File: src/rtl/gray_updown_counter_p.sv
// rtl/gray_updown_counter_p.sv - Up/down Gray counter with binary, one-hot, wrap and end-point flags
// Optional registered one-hot output enabled by GRAY_COUNTER_ONEHOT_EN.
module gray_updown_counter_p #(
    parameter int BITS     = 3,
    parameter int SATURATE = 0
) (
    input  logic                 clk,
    input  logic                 rst_n,
    input  logic                 en,
    input  logic                 up_down,
    input  logic                 clr,
    input  logic                 load,
    input  logic [BITS-1:0]      load_gray,
    output logic [BITS-1:0]      out_gray,
    output logic [BITS-1:0]      out_bin,
    output logic [(1<<BITS)-1:0] out_hot,
    output logic                 wrap,
    output logic                 at_max,
    output logic                 at_min
);

    localparam int DEPTH = 1 << BITS;
    localparam logic [BITS-1:0] MAX_VAL = '1;

    logic [BITS-1:0] bin_q, bin_d;
    logic [BITS-1:0] gray_q, gray_d;
    logic            wrap_q, wrap_d;
    logic [BITS-1:0] load_bin;

    // Prefix XOR from the MSB down turns the Gray load value into binary.
    always_comb begin
        load_bin = '0;
        load_bin[BITS-1] = load_gray[BITS-1];
        for (int i = BITS - 2; i >= 0; i--) begin
            load_bin[i] = load_bin[i+1] ^ load_gray[i];
        end
    end

    always_comb begin
        bin_d  = bin_q;
        wrap_d = 1'b0;
        if (clr) begin
            bin_d = '0;
        end else if (load) begin
            bin_d = load_bin;
        end else if (en) begin
            if (up_down) begin
                if (bin_q == MAX_VAL) begin
                    if (SATURATE == 0) begin
                        bin_d  = '0;
                        wrap_d = 1'b1;
                    end
                end else begin
                    bin_d = bin_q + BITS'(1);
                end
            end else begin
                if (bin_q == '0) begin
                    if (SATURATE == 0) begin
                        bin_d  = MAX_VAL;
                        wrap_d = 1'b1;
                    end
                end else begin
                    bin_d = bin_q - BITS'(1);
                end
            end
        end
        gray_d = bin_d ^ (bin_d >> 1);
    end

    always_ff @(posedge clk) begin
        if (!rst_n) begin
            bin_q  <= '0;
            gray_q <= '0;
            wrap_q <= 1'b0;
        end else begin
            bin_q  <= bin_d;
            gray_q <= gray_d;
            wrap_q <= wrap_d;
        end
    end

`ifdef GRAY_COUNTER_ONEHOT_EN
    logic [DEPTH-1:0] hot_q, hot_d;

    always_comb begin
        hot_d        = '0;
        hot_d[bin_d] = 1'b1;
    end

    always_ff @(posedge clk) begin
        if (!rst_n) begin
            hot_q <= DEPTH'(1);
        end else begin
            hot_q <= hot_d;
        end
    end

    assign out_hot = hot_q;
`else
    assign out_hot = '0;
`endif

    assign out_bin  = bin_q;
    assign out_gray = gray_q;
    assign wrap     = wrap_q;
    assign at_max   = (bin_q == MAX_VAL);
    assign at_min   = (bin_q == '0);

endmodule

File: config.mk
export PLATFORM = sky130hd
export DESIGN_NAME = gray_updown_counter_p
export DESIGN_NICKNAME = d
export VERILOG_FILES = /design/src/rtl/gray_updown_counter_p.sv
export SDC_FILE = /design/constraint.sdc
export NUM_CORES = 1
export LEC_CHECK = 0
export CAP_MARGIN = 0
export CORE_AREA = 4 4 41 43
export CTS_CLUSTER_DIAMETER = 100
export DETAILED_ROUTE_END_ITERATION = 6
export DIE_AREA = 0 0 45 47
export PLACE_DENSITY = 0.76
export SLEW_MARGIN = 20
export SYNTH_ARGS = -nofsm -noshare
export SYNTH_HDL_FRONTEND = slang
export SYNTH_SLANG_ARGS = --single-unit
File: constraint.sdc
create_clock -name clk -period 3.2 [get_ports clk]
set_clock_uncertainty 0.2 [all_clocks]
set_input_delay 0.48 -clock clk [delete_from_list [all_inputs] [get_ports clk]]
set_output_delay 0.48 -clock clk [all_outputs]
set_load 0.02 [all_outputs]
# Word-level counts from Yosys, hierarchy flattened
# Index checks and enable logic that the tools add are counted.
word_totals:
  ff_bits: 7
  input_bits: 9
  out_inout_bits: 17
  elab_cells: 22
classes:
  n_addsub: 2
  n_eq_ne: 1
  mux: 9
  bitwise_logic: 5
  n_reduce_logical: 2
op_table:
  columns: ["cell", "count"]
  rows:
  - ["$mux 3", 6]
  - ["$reduce_or 4->1", 1]
  - ["$add 3x1->3 const B", 1]
  - ["$eq 3x3->1 const B", 1]
  - ["$logic_not 3->1", 1]
  - ["$mux 1", 3]
  - ["$sub 3x1->3 const B", 1]
  - ["$xor 3x2->3", 1]
  - ["$not 1->1", 2]
  - ["$xor 1x1->1", 2]

# Logic depth before layout (Yosys ltp)
# Gate-level depths: netlist of the first run.
depth:
  depth_word: 7
  mapped_depth: 7
  ltp_nobuf: 7

# Worst setup path before layout of the first run
# OpenSTA, ideal clock, no wires.
synth_path:
  path_kind: "reg-to-reg"
  start: "reg bin_q[0] (netlist: out_bin[0])"
  end: "reg gray_q[0] (netlist: out_gray[0])"
  setup_time_ns: 0.117
  arrival_ns: 1.712
  required_time_ns: 2.883
  path_slack_ns: 1.171
  stages_incl_launch_ff: 8
  n_path_buf: 0
  period_less_slack_ns: 2.029
  path_cell_list: "dfxtp_1 > ha_1 > ha_1 > nand2b_1 > a221oi_1 > o31a_1 > nand3_1 > nor3b_2"
synth_between:
  elab_chain_cells: 7
  word_cells_on_any_way: 11
  cone_classes: "add/sub (2); eq/ne (1); mux (6); bitwise (1); reduce/logical (1)"
synth_rtl:
  columns: ["item", "line_no", "text"]
  rows:
  - ["start, declared", "25", "logic [BITS-1:0] bin_q, bin_d;"]
  - ["start signal, assigned", "76", "bin_q <= bin_d;"]
  - ["$eq 3x3->1", null, null]
  - ["net at_max", "18", "output logic at_max,"]
  - ["$mux 3", "48", "if (bin_q == MAX_VAL) begin"]
  - ["$mux 3", "47", "if (up_down) begin"]
  - ["$mux 3", "46", "end else if (en) begin"]
  - ["$mux 3", "44", "end else if (load) begin"]
  - ["$mux 3", "42", "if (clr) begin"]
  - ["$xor 3x2->3", "67", "gray_d = bin_d ^ (bin_d >> 1);"]
  - ["end signal, assigned", "77", "gray_q <= gray_d;"]
  - ["end, declared", "26", "logic [BITS-1:0] gray_q, gray_d;"]
# The timed path passes the listed nets, and every way through them passes these cells.
# A chain may end at the register's enable or synchronous reset.

# Final worst setup path of the first run
layout_path:
  start: "reg bin_q[0] (netlist: out_bin[0])"
  end: "out at_min"
layout_between:
  elab_chain_cells: 1
layout_rtl:
  columns: ["item", "line_no", "text"]
  rows:
  - ["$logic_not 3->1", "107", "assign at_min = (bin_q == '0);"]
  - ["end, declared", "19", "output logic at_min"]
# No other way between the ends.

==> impl_metrics.yaml, run 1 <==
clock_network:
  numCtsBuffers: 3
  cts_htree_levels: 1
  cts-root-buf: "clkbuf_4"
  clock_latency_ns: 0.24
  cts_buffer_depth: 2
  ctsResizeCount: 0
  cts_setup_buffers: 0
  cts_hold_buf: 0
  path_clk_slew_ns: 0.04
  cts_tree: "built"
  cts_sinks: 6
synth:
  synth_edf_count: 0
  synth_fa_ha_area_share_pct: 10.2
  synth_top_family_by_area: "compound AO/OA/AOI/OAI gates"
  synthTopCellsByCount: "buf_4 (9), dfxtp_1 (6), inv_1 (5), ha_1 (4)"
  ys_ff_latch: 6
  avgSynthCellArea_um2: 8.74
  synth_cell_types: 28
  ys_seq_area_share_pct: 24.6
  yosysMostFrequentCell: "buf_4"
  async_reset_ff_share_pct: 0
  synth_top_area_share_pct: 24.6
  yosys_warnings: 0
  ys_top_cells_by_area: "dfxtp_1 (25%), buf_4 (14%), ha_1 (10%)"
  muxShareOfSynthArea_pct: 0
  synth_ff_type: "dfxtp_1"
  synth_compound_area_share_pct: 21.2
  synthXorXnorAreaFrac_pct: 5.37
  syn_inst: 56
  synth-simple-area-share_pct: 20.2
  synth_area_um2: 489
  synth_top_area_cell: "dfxtp_1"
setup_path:
  reg2regPathDepth: 7
  r2r-start: "out_bin[0]"
  regToRegSetupSlack_ns: 1.11
  worstPathArrival_ns: 1.62
  path_max_fanout: 5
  r2r_end: "out_gray[0]"
  path_class: "reg2out"
  cp_data_required_time_ns: 2.52
  crit_path_start_kind: "flop"
  worst_setup_path_end_kind: "output pin"
sta:
  fmax_ghz: 0.435
  finalSetupViolations: 0
  finalWorstSetupSlack_ns: 0.899
  min_period_ns: 2.30
  finalCritPeriodShare_pct: 71.9
  holdWs_ns: 0.572
  slew_violations: 0
  hold_violations: 0
  rsz0062_at_grt: "no"
  finalSetupTns_ns: 0
floorplanning:
  die_height_um: 47
  start_util_pct: 37.6
  placement_rows: 13
  die_w_um: 45
  pin_count: 26
  die-area_mm2: 0.00212
  core_mm2: 0.00130
grt:
  antenna_found_initial: 0
  grt_max_degree: 9
  overflow: 0
  grtUsageTotal_pct: 8.87
  grt_pass1_vias: 328
  grt_pass1_wl_um: 1320
cells_and_area:
  diodes: 0
  drive_above_1_share_pct: 8.11
  syn_to_final_growth_pct: 34.8
  post-route-util_pct: 50.7
  num-nets-final: 89
power:
  power.density_mw_per_mm2: 350
  p_leak_nw: 0.277
  vdd_ir_drop_max_v: 0.000210
worst_hold_path:
  hold_class: "reg2reg"
  hold_depth: 2
  worstHoldStart: "out_bin[2]"
  min_to: "wrap"
placed_design:
  numPortBuffers: 17
  hpwl_um: 773
  place_congestion: 0.807
  pre_cts_slack_ns: 0.858
flow_run:
  drv_cap: 0
detailed_routing:
  drt_wl_total_um: 960
  wire_per_inst_um: 10.8
  ant_nets: 0
  drtIter0Drc: 7
  num_vias: 416
  dr.pass1.iters: 4
  viasPerCell: 4.67
  drc_errors: 0
status:
  status: "complete, no violations"
==> worst max-delay path, cell delays in order, from the launching register on <==
cell	delay (ns)
dfxtp_1	0.40
inv_1	0.09
ha_1	0.23
nand2b_1	0.09
inv_1	0.04
clkdlybuf4s50_1	0.52
==> kinds of logic (layout without fill, tap and decap cells) <==
kind of cell    count (synthesis)  count (layout)
compound gates                 11              11
flops                           6               6
fa+ha+maj                       4               4
other cells                     1               8
simple gates                   17              17
xor+xnor                        3               3
buf+inv                        14              25
==> layer usage <==
metal	global-route usage, %	up-vias	share of wire (%)
met5	0	-	0
met4	3.51	0	0
met3	4.60	0	9.6
met2	14.4	21	46
met1	9.84	180	44
li1	-	215	-
==> registers in the layout, indices dropped and copies added (netlist names) <==
signal / flops
wrap: 1
out_gray: 2
out_bin: 3
==> stage by stage <==
stage	std cells	total power, mW	instance area (um^2)
after floorplan	63	0.141	515
after global placement	86	0.163	637
after detailed placement	86	0.163	637
after CTS	89	0.232	659
after global routing	89	0.243	659
final	89	0.231	659
==> worst max-delay path by stage <==
| stage | depth (start not counted) | startpoint | endpoint |
|---|---|---|---|
| 2_1_floorplan | 7 | out_bin[0] | out_gray[0] |
| 3_3_place_gp | 6 | load | out_gray[0] |
| 3_5_place_dp | 6 | up_down | out_gray[0] |
| 4_1_cts | 5 | out_bin[0] | at_min |
| 5_1_grt | 5 | out_bin[0] | at_min |
| 6_report | 5 | out_bin[0] | at_min |
==> layout by cell type (no fill, tap or decap), types with 2 or more instances in the layout <==
| cell | netlist | routed |
|---|---|---|
| ha_1 | 4 | 4 |
| dfxtp_1 | 6 | 6 |
| xnor2_1 | 2 | 2 |
| clkdlybuf4s50_1 | 0 | 17 |
| nand2b_1 | 3 | 3 |
| nor2_1 | 3 | 3 |
| conb_1 | 1 | 8 |
| inv_1 | 5 | 5 |
| nand2_1 | 2 | 2 |
| nor2b_1 | 2 | 2 |
| nor3_1 | 2 | 2 |
| clkbuf_4 | 0 | 3 |
==> layout make-up <==
class | instances | area, um^2
Timing Repair Buffer | 17 | 170
Inverter | 5 | 18.8
Tap cell | 15 | 18.8
Sequential cell | 6 | 120
Fill cell | 127 | 642
Multi-Input combinational cell | 43 | 309
Clock buffer | 3 | 22.5
==> power breakdown <==
part | total, mW | leakage, nW | switching (mW) | internal, mW
sequential | 0.0827 | 0.0492 | 0.00320 | 0.0795
combinational | 0.0796 | 0.214 | 0.0426 | 0.0370
clock | 0.0687 | 0.0138 | 0.0264 | 0.0424
total | 0.231 | 0.277 | 0.0722 | 0.159
(Power assumes the default switching activity.)
==> inputs of run 2 (changes only) <==
- CORE_AREA: 4 4 41 43 -> not set
- CORE_MARGIN: not set -> 4
- CORE_UTILIZATION: not set -> 37
- DIE_AREA: 0 0 45 47 -> not set
- clock period: 3.2 -> 2.3 ns (I/O delays scaled with it)
==> impl_metrics.yaml, run 2 (same netlist as run 1, synthesis figures left out) <==
status:
  status: "complete, no violations"
floorplanning:
  die_height_um: 44.4
  die-area_mm2: 0.00197
  die_w_um: 44.4
  pin_count: 26
  core_mm2: 0.00117
  start_util_pct: 41.8
  placement_rows: 12
setup_path:
  crit_path_start_kind: "flop"
  worst_setup_path_end_kind: "output pin"
  path_max_fanout: 5
  cp_data_required_time_ns: 1.75
  regToRegSetupSlack_ns: 0.21
  worstPathArrival_ns: 1.63
  reg2regPathDepth: 7
  path_class: "reg2out"
grt:
  overflow: 0
  use_met2_pct: 17.4
  grt_pass1_vias: 380
  grt_max_degree: 9
  grt_util_met3_pct: 1.22
  grtUsageTotal_pct: 11.7
  antenna_found_initial: 0
  grt_busiest_layer: "met2"
  grt_use_met1_pct: 13.8
  grt_pass1_wl_um: 1640
cells_and_area:
  num-nets-final: 91
  drive_above_1_share_pct: 10.5
  largest_reg_flops: 3
  stdcell_area_um2: 673
  fillers: 113
  final_cell_mix: "clkdlybuf4s50_1 (17), conb_1 (8), dfxtp_1 (6), inv_1 (5), ha_1 (4)"
  final_common_cell: "clkdlybuf4s50_1"
  syn_to_final_growth_pct: 37.6
  instances_no_fill: 90
  diodes: 0
detailed_routing:
  drt_wl_total_um: 1000
  drtIter0Drc: 6
  ant_nets: 0
  drc_errors: 0
  wire_per_inst_um: 11.2
  viasPerCell: 4.84
  num_vias: 436
  dr.pass1.iters: 4
power:
  p_leak_nw: 0.286
  p_total_mw: 0.328
  p_sw_mw: 0.105
  intPower_mw: 0.223
  power.density_mw_per_mm2: 488
  seq_power_share_pct: 35.1
  power_frac_clock_pct: 30.5
  sw_frac_of_total_pct: 31.9
  vdd_ir_drop_max_v: 0.000309
  power_frac_comb_pct: 34.4
clock_network:
  numCtsBuffers: 3
  clock_latency_ns: 0.25
  cts_setup_buffers: 0
  cts_sinks: 6
  cts-root-buf: "clkbuf_4"
  cts_buffer_depth: 2
  cts_tree: "built"
  path_clk_slew_ns: 0.05
  ctsResizeCount: 0
  cts_hold_buf: 0
  cts_htree_levels: 1
sta:
  slew_violations: 0
  hold_violations: 0
  finalCritPeriodShare_pct: 94.6
  finalWorstSetupSlack_ns: 0.124
  rsz0062_at_grt: "no"
  min_period_ns: 2.18
  finalSetupTns_ns: 0
  finalSetupViolations: 0
  fmax_ghz: 0.460
placed_design:
  place_congestion: 0.704
  numPortBuffers: 17
  post-place-cells: 87
  hpwl_um: 831
  pre_cts_slack_ns: 0.164
  post_dp_cell_area_um2: 651
flow_run:
  drv_cap: 0
worst_hold_path:
  hold_depth: 2
  hold_class: "in2reg"
==> run 2: cell count changes in the layout (fill, tap and decap cells not counted) <==
cell,delta
buf_4,+2
==> run 2: power by group through the flow <==
stage               clock network [mW]  logic [mW]  registers [mW]
finish                           0.100       0.113           0.115
CTS                              0.103       0.113           0.115
global placement                     0       0.112           0.117
floorplan                            0      0.0716           0.124
global route                     0.111       0.122           0.116
detailed placement                   0       0.113           0.117
==> run 2: path summary, 6_finish.rpt <==
check | from | to
setup / recovery | out_bin[0] | at_min
hold / removal | clr | wrap
setup reg to reg | out_bin[0] | out_gray[0]
hold reg to reg | out_bin[2] | wrap
==> run 2: worst max-delay path, cell delays in order, from the launching register on <==
cell	delay (ns)
dfxtp_1	0.40
inv_1	0.09
ha_1	0.23
nand2b_1	0.10
inv_1	0.04
clkdlybuf4s50_1	0.52
==> run 2: layout make-up <==
| class | instances | area, um^2 | share of cell area (%) |
|---|---|---|---|
| multi-input cells | 43 | 309 | 45.9 |
| repair buffers | 19 | 185 | 27.5 |
| flip-flops and latches | 6 | 120 | 17.8 |
| inverters | 5 | 18.8 | 2.79 |
| clock buffers | 3 | 22.5 | 3.35 |
| well taps | 14 | 17.5 | 2.60 |
==> run 2: stage by stage <==
stage / util [%] / hold WS [ns]
6_report: 57.5 / 0.485
5_1_grt: 57.5 / 0.491
4_1_cts: 57.5 / 0.490
3_5_place_dp: 55.6 / 0.576
3_3_place_gp: 55.6 / 0.575
2_1_floorplan: - / 0.228
==> run 2: metal layers <==
layer | routed length [um] | share of wire, % | up-vias
li1 | - | - | 219
met1 | 402 | 40 | 193
met2 | 467 | 47 | 20
met3 | 87 | 8.7 | 4
met4 | 47 | 4.7 | 0
met5 | 0 | 0 | -
==> inputs of run 3 (changes only) <==
- CORE_MARGIN: 4 -> not set
==> impl_metrics.yaml, run 3 (same netlist as run 1, synthesis figures left out) <==
detailed_routing:
  drc_errors: 0
  ant_nets: 0
  num_vias: 435
  drtIter0Drc: 8
  wire_per_inst_um: 10.2
  dr.pass1.iters: 4
  drt_wl_total_um: 917
  viasPerCell: 4.83
worst_hold_path:
  hold_depth: 2
  min_to: "wrap"
  hold_class: "in2reg"
  worstHoldStart: "clr"
power:
  p_total_mw: 0.327
  p_leak_nw: 0.286
  power.density_mw_per_mm2: 486
  vdd_ir_drop_max_v: 0.000198
clock_network:
  cts_setup_buffers: 0
  cts_htree_levels: 1
  ctsResizeCount: 0
  clock_latency_ns: 0.25
  cts_tree: "built"
  cts_sinks: 6
  path_clk_slew_ns: 0.05
  cts_buffer_depth: 2
  numCtsBuffers: 3
  cts_hold_buf: 0
  cts-root-buf: "clkbuf_4"
cells_and_area:
  fillers: 105
  instances_no_fill: 90
  drive_above_1_share_pct: 10.5
  num-nets-final: 91
  largest_reg_flops: 3
  diodes: 0
  final_common_cell: "clkdlybuf4s50_1"
  stdcell_area_um2: 673
  post-route-util_pct: 57.5
  syn_to_final_growth_pct: 37.6
  final_cell_mix: "clkdlybuf4s50_1 (17), conb_1 (8), dfxtp_1 (6), inv_1 (5), ha_1 (4)"
placed_design:
  post_dp_cell_area_um2: 651
  pre_cts_slack_ns: 0.148
  numPortBuffers: 17
  post-place-cells: 87
  hpwl_um: 769
  place_congestion: 0.816
grt:
  grtUsageTotal_pct: 14.9
  overflow: 0
  grt_pass1_wl_um: 1480
  grt_max_degree: 9
  grt_pass1_vias: 342
  antenna_found_initial: 0
setup_path:
  crit_buf_inv: 3
  reg2regPathDepth: 7
  cpMaxStageDelayCell: "clkdlybuf4s50_1"
  path_depth: 5
  cp_data_required_time_ns: 1.75
  worst_setup_path_end_kind: "output pin"
  r2r_end: "out_gray[0]"
  crit_path_start_kind: "flop"
  crit_path_frequent_cell: "inv_1"
  path_class: "reg2out"
  crit_family: "buffers and inverters"
  worstPathCellList: "inv_1 > ha_1 > nand2b_1 > inv_1 > clkdlybuf4s50_1"
  regToRegSetupSlack_ns: 0.20
  r2r-start: "out_bin[0]"
  worstPathArrival_ns: 1.63
  path_max_fanout: 5
  critPathMaxStageDelay_ns: 0.52
floorplanning:
  die_height_um: 38.4
  pin_count: 26
  die-area_mm2: 0.00147
  start_util_pct: 41.8
  core_mm2: 0.00117
  die_w_um: 38.4
  placement_rows: 12
sta:
  min_period_ns: 2.17
  fmax_ghz: 0.461
  finalSetupTns_ns: 0
  finalSetupViolations: 0
  rsz0062_at_grt: "no"
  finalCritPeriodShare_pct: 94.4
  hold_violations: 0
  finalWorstSetupSlack_ns: 0.129
  holdWs_ns: 0.497
  slew_violations: 0
status:
  status: "complete, no violations"
flow_run:
  drv_cap: 0
run 3: routing by layer:
layer  routed length [um]  share of wire [%]  up-vias  global-route usage (%)
met3                   40                4.4        2                    3.49
met5                    0                  0        -                       0
met1                  377                 41      197                    18.1
li1                     -                  -      219                       -
met4                   17                1.9        0                    7.76
met2                  482                 53       17                    24.2
run 3: power by group:
group / switching, mW / internal (mW) / leakage [nW]
clock network: 0.0394 / 0.0591 / 0.0138
registers: 0.00454 / 0.111 / 0.0492
logic: 0.0596 / 0.0536 / 0.223
total: 0.104 / 0.223 / 0.286
run 3: area by class of cell:
class / count / area (um^2) / area share (%)
tap: 14 / 17.5 / 2.60
clock buffer: 3 / 22.5 / 3.35
timing repair buffer: 19 / 185 / 27.5
inverter: 5 / 18.8 / 2.79
sequential: 6 / 120 / 17.8
multi-input combinational: 43 / 309 / 45.9
run 3: worst max-delay path by stage:
stage,to,slack (ns),startpoint
final,at_min,0.13,out_bin[0]
after global routing,at_min,0.02,out_bin[0]
after CTS,at_min,0.13,out_bin[0]
after detailed placement,out_gray[0],0.15,up_down
after global placement,out_gray[0],0.18,up_down
after floorplan,out_gray[0],0.27,out_bin[0]
run 3: worst register-to-register path: stages, from the launching register on:
cell and delay (ns):
dfxtp_1 0.40, inv_1 0.09, ha_1 0.31, nor2b_1 0.14, a221oi_1 0.33, o31a_1 0.27, nand3_1 0.09, nor3b_2 0.15
